===== src/rtl/axi_lite_timer.sv =====
// rtl/axi_lite_timer.sv - AXI4-Lite memory-mapped 32-bit timer with prescaler, compare match and irq
module axi_lite_timer #(
    parameter int ADDR_WIDTH = 8,
    parameter int DATA_WIDTH = 32
) (
    input  logic                    clk,
    input  logic                    reset,
    input  logic [ADDR_WIDTH-1:0]   axi_awaddr,
    input  logic [2:0]              axi_awprot,
    input  logic                    axi_awvalid,
    output logic                    axi_awready,
    input  logic [DATA_WIDTH-1:0]   axi_wdata,
    input  logic [DATA_WIDTH/8-1:0] axi_wstrb,
    input  logic                    axi_wvalid,
    output logic                    axi_wready,
    output logic [1:0]              axi_bresp,
    output logic                    axi_bvalid,
    input  logic                    axi_bready,
    input  logic [ADDR_WIDTH-1:0]   axi_araddr,
    input  logic [2:0]              axi_arprot,
    input  logic                    axi_arvalid,
    output logic                    axi_arready,
    output logic [DATA_WIDTH-1:0]   axi_rdata,
    output logic [1:0]              axi_rresp,
    output logic                    axi_rvalid,
    input  logic                    axi_rready,
    output logic                    irq
);
    localparam int IW = ADDR_WIDTH - 2;
    localparam logic [1:0] OKAY   = 2'b00;
    localparam logic [1:0] SLVERR = 2'b10;

    typedef enum logic [2:0] {R_CTRL, R_PRESCALE, R_COUNT, R_COMPARE, R_STATUS, R_NONE} reg_sel_e;

    function automatic reg_sel_e decode(input logic [IW-1:0] word);
        case (word)
            IW'(0):  return R_CTRL;
            IW'(1):  return R_PRESCALE;
            IW'(2):  return R_COUNT;
            IW'(3):  return R_COMPARE;
            IW'(4):  return R_STATUS;
            default: return R_NONE;
        endcase
    endfunction

    function automatic logic [31:0] merge(input logic [31:0] old_v, input logic [31:0] new_v,
                                          input logic [3:0] strb);
        logic [31:0] r;
        r = old_v;
        for (int i = 0; i < 4; i++) begin
            if (strb[i]) r[8*i +: 8] = new_v[8*i +: 8];
        end
        return r;
    endfunction

    logic [2:0]            ctrl;
    logic [15:0]           prescale;
    logic [15:0]           psc;
    logic [31:0]           count;
    logic [31:0]           compare;
    logic                  match;

    logic                  aw_held, w_held;
    logic [ADDR_WIDTH-1:0] aw_addr_q;
    logic [31:0]           w_data_q;
    logic [3:0]            w_strb_q;

    logic                  aw_hs, w_hs, ar_hs, wr_fire, tick, hit;
    logic [ADDR_WIDTH-1:0] wr_addr;
    logic [31:0]           wr_data;
    logic [3:0]            wr_strb;
    reg_sel_e              wr_sel, rd_sel;
    logic [31:0]           rd_val;
    logic                  rd_err;
    logic                  unused_bits;

    assign axi_awready = !aw_held && !axi_bvalid;
    assign axi_wready  = !w_held && !axi_bvalid;
    assign axi_arready = !axi_rvalid;

    assign aw_hs = axi_awvalid && axi_awready;
    assign w_hs  = axi_wvalid && axi_wready;
    assign ar_hs = axi_arvalid && axi_arready;

    // The second half of a write may arrive this cycle, so use the live bus value when not yet held.
    assign wr_addr = aw_held ? aw_addr_q : axi_awaddr;
    assign wr_data = w_held ? w_data_q : axi_wdata;
    assign wr_strb = w_held ? w_strb_q : axi_wstrb;
    assign wr_fire = !axi_bvalid && (aw_held || aw_hs) && (w_held || w_hs);
    assign wr_sel  = decode(wr_addr[ADDR_WIDTH-1:2]);
    assign rd_sel  = decode(axi_araddr[ADDR_WIDTH-1:2]);

    assign tick = ctrl[0] && (psc == prescale);
    assign hit  = tick && (count == compare);

    assign unused_bits = ^{axi_awprot, axi_arprot, wr_addr[1:0], axi_araddr[1:0]};

    always_comb begin
        rd_val = 32'd0;
        rd_err = 1'b0;
        case (rd_sel)
            R_CTRL:     rd_val = {29'd0, ctrl};
            R_PRESCALE: rd_val = {16'd0, prescale};
            R_COUNT:    rd_val = count;
            R_COMPARE:  rd_val = compare;
            R_STATUS:   rd_val = {31'd0, match};
            default:    rd_err = 1'b1;
        endcase
    end

    always_ff @(posedge clk) begin
        if (reset) begin
            aw_held    <= 1'b0;
            w_held     <= 1'b0;
            aw_addr_q  <= '0;
            w_data_q   <= 32'd0;
            w_strb_q   <= 4'd0;
            axi_bvalid <= 1'b0;
            axi_bresp  <= OKAY;
            axi_rvalid <= 1'b0;
            axi_rdata  <= 32'd0;
            axi_rresp  <= OKAY;
            ctrl       <= 3'd0;
            prescale   <= 16'd0;
            psc        <= 16'd0;
            count      <= 32'd0;
            compare    <= 32'd0;
            match      <= 1'b0;
            irq        <= 1'b0;
        end else begin
            if (aw_hs) begin
                aw_held   <= 1'b1;
                aw_addr_q <= axi_awaddr;
            end
            if (w_hs) begin
                w_held   <= 1'b1;
                w_data_q <= axi_wdata;
                w_strb_q <= axi_wstrb;
            end
            if (wr_fire) begin
                axi_bvalid <= 1'b1;
                axi_bresp  <= (wr_sel == R_NONE) ? SLVERR : OKAY;
            end else if (axi_bvalid && axi_bready) begin
                axi_bvalid <= 1'b0;
                aw_held    <= 1'b0;
                w_held     <= 1'b0;
            end

            if (ar_hs) begin
                axi_rvalid <= 1'b1;
                axi_rdata  <= rd_val;
                axi_rresp  <= rd_err ? SLVERR : OKAY;
            end else if (axi_rvalid && axi_rready) begin
                axi_rvalid <= 1'b0;
            end

            if (wr_fire && wr_sel == R_PRESCALE) psc <= 16'd0;
            else if (tick)                       psc <= 16'd0;
            else if (ctrl[0])                    psc <= psc + 16'd1;

            // A bus write to COUNT overrides the tick in the same cycle.
            if (wr_fire && wr_sel == R_COUNT) count <= merge(count, wr_data, wr_strb);
            else if (tick)                      count <= (hit && ctrl[1]) ? 32'd0 : count + 32'd1;

            if (wr_fire && wr_sel == R_CTRL && wr_strb[0]) ctrl <= wr_data[2:0];
            if (wr_fire && wr_sel == R_PRESCALE) begin
                prescale <= {wr_strb[1] ? wr_data[15:8] : prescale[15:8],
                             wr_strb[0] ? wr_data[7:0]  : prescale[7:0]};
            end
            if (wr_fire && wr_sel == R_COMPARE) compare <= merge(compare, wr_data, wr_strb);

            if (hit) match <= 1'b1;
            else if (wr_fire && wr_sel == R_STATUS && wr_strb[0] && wr_data[0]) match <= 1'b0;

            irq <= match && ctrl[2];
        end
    end
endmodule


===== config.mk =====
export PLATFORM = sky130hd
export DESIGN_NAME = axi_lite_timer
export DESIGN_NICKNAME = d
export VERILOG_FILES = /design/src/rtl/axi_lite_timer.sv
export SDC_FILE = /design/constraint.sdc
export NUM_CORES = 1
export LEC_CHECK = 0
export CORE_AREA = 2 2 140 142
export DETAILED_ROUTE_END_ITERATION = 16
export DIE_AREA = 0 0 142 144
export GPL_ROUTABILITY_DRIVEN = 0
export PLACE_DENSITY_LB_ADDON = 0.05
export SLEW_MARGIN = 25
export SYNTH_ARGS = -nofsm -noshare
export SYNTH_HDL_FRONTEND = slang
export SYNTH_SLANG_ARGS = --single-unit

===== constraint.sdc =====
create_clock -name clk -period 3.4 [get_ports clk]
set_input_delay 0.68 -clock clk [delete_from_list [all_inputs] [get_ports clk]]
set_output_delay 0.68 -clock clk [all_outputs]
set_load 0.01 [all_outputs]

Word-level counts from Yosys, hierarchy flattened
Cells that the tools add are included.
{"block": "classes", "n_addsub": 2, "n_eq_ne": 23, "mux": 27, "n_reduce_logical": 47}
{"operator": "32-bit case mux with 5 select lines", "n": 1}
{"operator": "32-bit two-way mux", "n": 4}
{"operator": "8-bit two-way mux", "n": 5}
{"operator": "32-bit by 1-bit adder with 32-bit output (second input constant)", "n": 1}
{"operator": "32-bit == test", "n": 1}
{"operator": "3-bit case mux with 5 select lines", "n": 2}
{"operator": "6-bit by 2-bit == test with 1-bit output (second input constant)", "n": 4}
{"operator": "1-bit logical AND", "n": 21}
{"operator": "2-bit AND reduction", "n": 10}
{"operator": "16-bit by 1-bit adder with 16-bit output (second input constant)", "n": 1}
{"operator": "16-bit == test", "n": 1}
{"operator": "3-bit by 2-bit == test with 1-bit output (second input constant)", "n": 4}
{"operator": "6-bit by 1-bit == test with 1-bit output (second input constant)", "n": 2}
{"operator": "6-bit by 3-bit == test with 1-bit output (second input constant)", "n": 2}
{"operator": "6-bit logical NOT", "n": 2}
{"operator": "1-bit two-way mux", "n": 12}
{"operator": "3-bit == test (second input constant)", "n": 3}
{"operator": "2-bit inequality test (second input constant)", "n": 4}
{"operator": "2-bit nonzero test", "n": 4}
{"operator": "3-bit by 1-bit == test with 1-bit output (second input constant)", "n": 2}
{"operator": "3-bit logical NOT", "n": 2}
{"operator": "5-bit OR reduction", "n": 1}
{"operator": "1-bit logical NOT", "n": 4}
{"operator": "2-bit two-way mux", "n": 2}
{"operator": "3 further kinds", "n": 4}
{"block": "word_totals", "regBits": 185, "input_bits": 65, "out_inout_bits": 42, "word_cells": 123}

Logic depth before layout (Yosys ltp)
{"block": "depth", "word_depth": 11, "depth_mapped": 10, "ltp_nobuf": 7}

Worst setup path after synthesis
No wires, ideal clock.
{"block": "synth_timing", "path_kind": "input port to flip-flop", "from": "input axi_awaddr[7]", "to": "register compare[31]", "setup_ns": 0.128, "t_arrival_ns": 2.355, "slack_ns": 0.917, "stages": 6, "path_buffers": 1, "path_cell_list": "nor4_1 -> o21ai_2 -> or4b_2 -> buf_4 -> mux2i_1 -> nor2_1"}
{"block": "synth_between", "elab_chain_len": 6, "word_cells_on_any_way": 10, "cone_classes": "eq/ne (5); mux (2); reduce/logical (3)"}
{"item": "start: declaration", "line_no": "8", "rtl": "input logic [ADDR_WIDTH-1:0] axi_awaddr,"}
{"item": "8-bit two-way mux *", "line_no": "86", "rtl": "assign wr_addr = aw_held ? aw_addr_q : axi_awaddr;"}
{"item": "6-bit by 3-bit == test with 1-bit output (tied with other cells)", "line_no": "36", "rtl": "case (word)"}
{"item": "3-bit case mux with 5 select lines *", "line_no": "36"}
{"item": "3-bit by 2-bit == test with 1-bit output *", "line_no": "170", "rtl": "if (wr_fire && wr_sel == R_COMPARE) compare <= merge(compare, wr_data, wr_strb);"}
{"item": "1-bit logical AND *", "line_no": "170"}
{"item": "2-bit AND reduction (no line) *"}
{"item": "end signal: assignment", "line_no": "170"}
{"item": "end: declaration", "line_no": "60", "rtl": "logic [31:0] compare;"}
Every way passes the cells marked *; elsewhere a longest branch is shown, timed or not.
A chain may end at the register's enable or synchronous reset.

Worst setup path after layout
{"block": "layout_timing", "from": "register count[4]", "to": "register count[27]"}
{"block": "layout_between", "elab_chain_len": 6, "word_cells_on_any_way": 7, "cone_classes": "add/sub (1); eq/ne (1); mux (3); reduce/logical (2)"}
{"item": "start: declaration", "line_no": "59", "rtl": "logic [31:0] count;"}
{"item": "start signal: assignment", "line_no": "162", "rtl": "if (wr_fire && wr_sel == R_COUNT) count <= merge(count, wr_data, wr_strb);"}
{"item": "start signal: assignment", "line_no": "163", "rtl": "else if (tick) count <= (hit && ctrl[1]) ? 32'd0 : count + 32'd1;"}
{"item": "parallel branches: the longest is 3 deep, another holds 32-bit by 1-bit adder with 32-bit output"}
{"item": "32-bit two-way mux * (2 in a row)", "line_no": "163"}
{"item": "32-bit two-way mux *", "line_no": "162"}
Every way passes the cells marked *. The select of a mux whose other input is x is not followed.

==> out/qor.yml <==
sta:
  fin_tns_setup_ns: 0
  hold_viol_final: 0
  fin_crit_ns: 2.90
  relSlewSlack_pct: 38.5
  tightest_slew_ns: 0.923
  hold_ws_ns: 0.453
  setup_viol: 0
  fmax_mhz: 345
  skew_ns: 0.00929
  slew_viol_final: 0
  timing.final.crit_share_pct: 85.2
  rsz0062_at_grt: "false"
routing:
  drc: 0
  wl_um: 28100
  detail-route-antenna-nets: 0
  via_per_inst: 5.88
  vias: 8515
  initialDrtViolationCount: 863
  dr.pass1.iters: 7
  wl_per_cell_um: 19.4
clock_network:
  htree_levels: 4
  root_buffer: "clkbuf_16"
  postCtsResizedCells: 0
  post_cts_buffers: 0
  cts-buffers-inserted: 17
  ctsHoldBuffers: 0
  clock_path_buffers: 2
  cts.sinks: 181
  clk_pin_slew_worst_paths_ns: 0.07
  clock_latency_ns: 0.45
  cts_tree: "yes"
floorplanning:
  start_util_pct: 49.7
  dieArea_um2: 20400
  io_pins: 107
  rows: 51
  coreArea_um2: 19100
  fp.dieW_um: 142
  die_y_um: 144
critical_path:
  cp.required_ns: 3.70
  worstSetupPathType: "register to register"
  cp-start-kind: "register"
  ff2ff_path_depth: 6
  reg2reg_slack_ns: 0.50
  critPathArrivalTime_ns: 3.20
  crit_path_end_kind: "register"
  critPathMaxFanout: 47
grt:
  grt_pass1_vias: 7883
  track_usage_pct: 27.9
  grt_pass1_wl_um: 43600
  grt_max_degree: 82
  antenna_found_initial: 0
  gr-total-overflow: 0
job:
  maxCapViolations: 0
run_status:
  status: "finished, final reports clean"
logic_synthesis:
  ys_ff_latch: 181
  yosys-top-cells-area: "dfxtp_1 (38%), mux2i_1 (6.4%), nor2_1 (6.4%)"
  yosysSeqAreaShare_pct: 38.2
  syn_area_um2: 9490
  ys_async_sr_fraction_pct: 0
  yosys.area.top_type: "dfxtp_1"
  yosys-top-cells-count: "dfxtp_1 (181), nor2_1 (161), nand2_1 (113)"
  synthDistinctLibCells: 75
  yosysMostFrequentCell: "dfxtp_1"
  synthCells: 1136
  synth_top_area_share_pct: 38.2
  ys.warnings.count: 0
  avgSynthCellArea_um2: 8.35
  ys.flop_type: "dfxtp_1"
  synth_edf_count: 0
placement:
  port_buffers: 94
  post-dp-hpwl_um: 20000
cells_and_area:
  finalNetCount: 1265
  final_layout_size_suffix_gt1_share_pct: 10.5
  area_growth_pct: 17.7
  diodes: 0
  fillers: 1770
worst_hold_path:
  hold_path.class: "register to register"
  holdPathStages: 2
pwr:
  vdd_drop_max_mv: 0.388
  powerDensity_nw_per_um2: 423
  p_leak_nw: 4.38
==> layer usage <==
layer	GRT usage (%)	vias to the layer above	part of all wire, %
met1	36.9	4043	45
li1	-	4172	-
met2	45.4	247	47
met5	0	-	0
met4	12.7	0	3.6
met3	4.07	53	4.4
==> power by group <==
part | internal [mW] | switching, mW
Combinational | 0.228 | 0.302
Sequential | 2.17 | 0.0387
Clock | 1.07 | 0.917
==> worst paths after layout <==
path                startpoint            to
setup / recovery      count[4]     count[27]
setup reg to reg      count[4]     count[27]
hold reg to reg   w_data_q[22]  w_data_q[22]
hold / removal    w_data_q[22]  w_data_q[22]
==> area by class of cell <==
| cell class | count | area (um^2) | share of cell area (%) |
|---|---|---|---|
| clock buffers | 19 | 453 | 4.06 |
| multi-input cells | 842 | 5360 | 48.0 |
| repair buffers | 126 | 1190 | 10.7 |
| well taps | 238 | 298 | 2.67 |
| flip-flops and latches | 181 | 3620 | 32.5 |
| inverters | 30 | 113 | 1.01 |
| clock inverters | 13 | 133 | 1.19 |
==> logic make-up (layout without fill, tap and decap cells) <==
logic type / after synthesis / in the layout / share of synthesized area (%)
multiplexers: 99 / 99 / 11.2
adder cells (fa/ha/maj): 2 / 2 / 0.264
AND/OR/NAND/NOR: 428 / 428 / 21.5
flip-flops: 181 / 181 / 38.2
buffers and inverters: 114 / 188 / 5.47
other: 1 / 2 / 0.0395
XOR/XNOR: 65 / 65 / 6.00
AO/OA/AOI/OAI: 246 / 246 / 17.3
==> critical path: stages, from the launching register on <==
cell and delay (ns):
dfxtp_1 0.47, xor2_1 0.19, nor4_1 0.54, nand4_1 0.28, or4b_4 0.83, a311oi_2 0.36, nor3_2 0.06
==> through the flow <==
stage               setup WS, ns  util [%]  power (mW)  cells  area [um^2]
floorplan                  0.917         -        2.58   1137         9490
global placement           0.274      55.5        2.78   1417        10600
detailed placement         0.248      55.5        2.78   1417        10600
CTS                        0.674      58.5        4.76   1449        11200
global route               0.422      58.5        4.89   1449        11200
finish                     0.503      58.5        4.72   1449        11200
==> cell usage in the layout (no fill, tap or decap), drive strengths merged, types with 4 or more instances in the layout <==
cell,netlist,layout
o31a,4,4
nor3,36,36
nor2b,5,5
clkdlybuf4s50,0,93
a31oi,24,24
a21boi,5,5
clkbuf,61,19
buf,23,33
xor2,53,53
mux2,36,36
xnor2,12,12
or3,4,4
nor3b,7,7
nor4,26,26
o32ai,19,19
nor2,161,161
a21oi,94,94
o31ai,9,9
nand2,113,113
and3,10,10
a211oi,4,4
nand4,20,20
inv,30,37
dfxtp,181,181
o21ai,21,21
mux2i,61,61
a22oi,43,43
nand3,26,26
nand2b,5,5
==> state kept, by name, summed over array words and instances, names as in the netlist, 4 cells and up <==
signal	cells
w_data_q	32
psc	16
count	32
prescale	16
aw_addr_q	6
w_strb_q	4
axi_rdata	32
compare	32
Note: power is estimated with default switching activity, not from simulation.
